**src/rtl/qtps_iq.sv**
```systemverilog
// QTP-S instruction queue IQ0: a register-array circular FIFO between fetch/loader and decode.
// The queue has a valid/ready handshake on both sides, a synchronous flush for redirects, and occupancy status.

package qtpa_pkg;
    localparam int INSTRUCTION_WIDTH = 32;
endpackage

module qtps_iq #(
    parameter int DEPTH = 8,
    parameter int IW    = qtpa_pkg::INSTRUCTION_WIDTH
) (
    input  logic                       clk,
    input  logic                       rst_n,
    input  logic                       flush,
    input  logic                       in_valid,
    input  logic [IW-1:0]              in_instr,
    output logic                       in_ready,
    output logic                       out_valid,
    output logic [IW-1:0]              out_instr,
    input  logic                       out_ready,
    output logic [$clog2(DEPTH+1)-1:0] count,
    output logic                       full,
    output logic                       empty
);

    localparam int PW = (DEPTH > 1) ? $clog2(DEPTH) : 1;
    localparam int CW = $clog2(DEPTH + 1);
    localparam logic [CW-1:0] CNT_FULL = CW'(DEPTH);

    logic [IW-1:0] mem_q [DEPTH];
    logic [IW-1:0] mem_d [DEPTH];
    logic [PW-1:0] wr_ptr_q, wr_ptr_d;
    logic [PW-1:0] rd_ptr_q, rd_ptr_d;
    logic [CW-1:0] count_q, count_d;
    logic          push;
    logic          pop;

    // A push into a full queue is accepted when the head leaves on the same edge.
    always_comb begin
        full      = (count_q == CNT_FULL);
        empty     = (count_q == '0);
        out_valid = !empty && !flush;
        in_ready  = !flush && (!full || out_ready);
        push      = in_valid && in_ready;
        pop       = out_valid && out_ready;
        out_instr = empty ? '0 : mem_q[rd_ptr_q];
        count     = count_q;
    end

    always_comb begin
        mem_d    = mem_q;
        wr_ptr_d = wr_ptr_q;
        rd_ptr_d = rd_ptr_q;
        count_d  = count_q;
        if (push) begin
            mem_d[wr_ptr_q] = in_instr;
        end
        if (flush) begin
            wr_ptr_d = '0;
            rd_ptr_d = '0;
            count_d  = '0;
        end else begin
            if (push) begin
                wr_ptr_d = wr_ptr_q + PW'(1);
            end
            if (pop) begin
                rd_ptr_d = rd_ptr_q + PW'(1);
            end
            case ({push, pop})
                2'b10:   count_d = count_q + CW'(1);
                2'b01:   count_d = count_q - CW'(1);
                default: count_d = count_q;
            endcase
        end
    end

    always_ff @(posedge clk or negedge rst_n) begin
        if (!rst_n) begin
            wr_ptr_q <= '0;
            rd_ptr_q <= '0;
            count_q  <= '0;
        end else begin
            wr_ptr_q <= wr_ptr_d;
            rd_ptr_q <= rd_ptr_d;
            count_q  <= count_d;
        end
    end

    // Storage is not reset; the empty-gated read mux hides stale contents.
    always_ff @(posedge clk) begin
        mem_q <= mem_d;
    end

endmodule

```
**config.mk**
```make
export PLATFORM = sky130hd
export DESIGN_NAME = qtps_iq
export DESIGN_NICKNAME = d
export VERILOG_FILES = /design/src/rtl/qtps_iq.sv
export SDC_FILE = /design/constraint.sdc
export NUM_CORES = 1
export LEC_CHECK = 0
export ABC_AREA = 1
export BUFFER_PORTS_ARGS = -buffer_cell sky130_fd_sc_hd__clkbuf_2
export CAP_MARGIN = 20
export CORE_UTILIZATION = 50
export DETAILED_ROUTE_END_ITERATION = 8
export PLACE_DENSITY = 0.76
export SLEW_MARGIN = 5
export SYNTH_ARGS = -nofsm -noshare
export SYNTH_HDL_FRONTEND = slang
export SYNTH_SLANG_ARGS = --single-unit
```
**constraint.sdc**
```tcl
create_clock -name clk -period 3.4 [get_ports clk]
set_input_delay 0.68 -clock clk [delete_from_list [all_inputs] [get_ports clk]]
set_output_delay 0.68 -clock clk [all_outputs]
set_load 0.02 [all_outputs]
```
==> impl_metrics.csv <==
group,metric,value,unit
outcome,status,"finished, final reports clean",
routing,wl,22500,um
yosys,yosysWarnings,0,
die,dieHeight,148,um
placed_design,post-place-cells,1143,
clock_tree,clock-sinks,266,
die,ios,77,
routing,drt-initial-drc-count,688,
yosys,synth_area_leaders,"edfxtp_1, nor2_1, o21ai_0",
yosys,mappedNetlistNets,869,
power_and_ir_drop,swShare,0.347,
critical_path,arrival,2.45,ns
placed_design,place_area,11500,um^2
power_and_ir_drop,clockPowerShare,0.295,
routing,ant_nets,0,
global_route,antenna_found_initial,0,
clock_tree,tritoncts,"yes",
routing,dr.pass1.iters,5,
layout,drive_gt1_frac,0.177,
critical_path,crit_chain,"clkinv_2 -> buf_4 -> o21ai_0 -> o22ai_1 -> o21ai_1 -> a31oi_1 -> clkbuf_2",
critical_path,r2r_cells,14,
power_and_ir_drop,p_sw,3.35,mW
timing,period_share,0.921,
critical_path,cpPeakStageDelay,0.49,ns
power_and_ir_drop,vdd_ir_drop_max,567,uV
yosys,yosysSeqAreaShare,0.748,
layout,antenna_cells,0,
power_and_ir_drop,total_power,9.66,mW
yosys,yosysUniqueCellTypes,30,
placed_design,place.gp.congestion,0.795,
clock_tree,cts_buffer_depth,3,
routing,drc,0,
timing,fin_ws,0.267,ns
routing,vias_per_cell,5.65,
global_route,grt_pass1_vias,6506,
placed_design,dpl.hpwl,12600,um
clock_tree,post_cts_resized,0,
die,dieArea,21800,um^2
global_route,grt_pass1_wl,34900,um
power_and_ir_drop,pwr-share-comb,0.314,
layout,nets,943,
critical_path,cp_max_fo,27,
timing,fin_crit,3.13,ns
power_and_ir_drop,p_leak,4.28,nW
timing,final.setup.tns,0,ns
layout,fillers,1554,
layout,postLayoutCoreUtil,0.601,
routing,num_vias,6736,
yosys,syn_area,10600,um^2
timing,max_freq,0.319,GHz
yosys,synth_top_area_share,0.725,
timing,fin_skew,0.0195,ns
clock_tree,clkSlewWorstSetupHoldPaths,0.06,ns
timing,slew_viol_final,0,
timing,hold_viol,0,
yosys,postSynthAreaPerCell,12.8,um^2
timing,setup_violations,0,
critical_path,cp_slowest_cell,"dfrtp_4",
global_route,grt-ovfl-total,0,
die,die_w,148,um
critical_path,critPathCaptureType,"output port",
power_and_ir_drop,p_per_area,783,nW/um^2
clock_tree,clock_latency,0.53,ns
timing,slew_headroom,0.578,
routing,avgRoutedWirePerCell,18.9,um
global_route,grt_start_max_net_pins,132,
timing,whs,0.0455,ns
clock_tree,cts_setup_buffers,0,
die,floorplan.initialDensity,0.518,
power_and_ir_drop,p_int,6.31,mW
power_and_ir_drop,pwr-share-seq,0.391,
clock_tree,hold_buffers,0,
placed_design,dp_slack,0.825,ns
yosys,synthCells,828,
placed_design,io_buffers,76,
die,rows,52,
layout,fin_area,12300,um^2
clock_tree,cts_max_level,1,
die,coreArea,20500,um^2
worst_hold_path,hold_class,"in -> async",
timing,tightest_slew,0.634,ns
global_route,grtUsageTotal,0.208,
critical_path,critPathKind,"reg -> out",
yosys,ys_ff_latch,266,
clock_tree,root_buffer,"clkbuf_16",
critical_path,start_kind,"flip-flop",
clock_tree,cts_buffers,27,
critical_path,worstPathRequired,2.72,ns
job,maxCapViolCount,0,
layout,area_delta_synth_final,16.2,%
timing,rsz0062_at_grt,"false",
yosys,yosysTopAreaCell,"edfxtp_1",
layout,instances_no_fill,1193,
## layout by cell type, fill, tap and decap left out, types with 2 or more instances in the layout
cell type | Yosys | layout
o21ai_0 | 147 | 147
nand2_4 | 3 | 3
clkinv_4 | 1 | 2
buf_4 | 3 | 9
clkinv_2 | 0 | 4
nor2_4 | 0 | 8
dfrtp_1 | 10 | 8
o21ai_1 | 18 | 18
nor2_2 | 2 | 2
clkbuf_2 | 0 | 76
a31oi_1 | 32 | 32
ha_1 | 4 | 4
inv_2 | 4 | 5
o22ai_1 | 34 | 34
clkbuf_8 | 0 | 2
nand2_1 | 25 | 25
clkinv_1 | 0 | 5
buf_12 | 0 | 12
bufinv_16 | 0 | 2
inv_1 | 19 | 17
xnor2_1 | 2 | 2
edfxtp_1 | 256 | 256
nor2_1 | 205 | 197
nand3_1 | 5 | 5
clkbuf_1 | 31 | 7
clkbuf_16 | 0 | 27
## area by class of cell
type                    count  area (um^2)  share of cell area
well taps                 270          338              0.0274
inverters                  24         96.3             0.00782
clock inverters            14          135              0.0110
multi-input cells         486         2400               0.194
clock buffers              36          729              0.0592
flip-flops and latches    266         7940               0.644
repair buffers             97          688              0.0558
## layer usage
layer | global-route usage | routed length, um
met3 | 0.0284 | 1480
met2 | 0.362 | 11300
met1 | 0.273 | 9200
met5 | 0 | 0
met4 | 0.0639 | 515
## kinds of logic (layout without fill, tap and decap cells)
kind of cell               Yosys count  in the layout  synth area share
adders and majority gates            4              4           0.00472
AOI/OAI and AO/OA                  234            234             0.120
DFF                                266            266             0.748
xor gates and xnor gates             2              2           0.00165
and+or+nand+nor                    246            246            0.0944
buffers and inverters               76            171            0.0315
## final timing paths
path                                           endpoint  slack [ns]                     from
min in group clk                   mem_q[254]$_DFFE_PP_        0.42             in_instr[30]
worst max register to register     count[3]$_DFFE_PN0P_        1.07     count[0]$_DFFE_PN0P_
worst min register to register  wr_ptr_q[0]$_DFFE_PN0P_        0.60  wr_ptr_q[0]$_DFFE_PN0P_
worst min-delay path               count[0]$_DFFE_PN0P_        0.05                    rst_n
max in group asynchronous       rd_ptr_q[0]$_DFFE_PN0P_        3.08                    rst_n
worst max-delay path                      out_instr[19]        0.27  rd_ptr_q[0]$_DFFE_PN0P_
## flip-flops by register name, indices dropped and copies added, names as in the netlist
register	flops
count	4
mem_q	256
rd_ptr_q	3
wr_ptr_q	3
## power groups by stage
stage	registers [mW]	clock network, mW	logic (mW)
after CTS	3.78	2.88	3.05
final	3.78	2.85	3.03
after floorplan	3.86	0	2.03
after detailed placement	3.84	0	3.03
after global placement	3.84	0	2.97
after global routing	3.79	3.01	3.32
## cell usage after synthesis (all sizes together)
library cell and n:
edfxtp 256, clkbuf 31, o22ai 34, ha 4, nor4 1, xnor2 2, a21oi 2, o21ai 166
clkinv 1, a31oi 32, dfrtp 10, inv 23, nand2 29, buf 21, nor2 208, nand3 7
nand4 1
## worst max-delay path, delay by kind of cell (launching register included)
kind                   cells  cell delay (ns)
flip-flops                 1             0.49
buffers and inverters      3             0.84
AO/OA/AOI/OAI              4             0.58
Power figures use the tool's default switching activity.
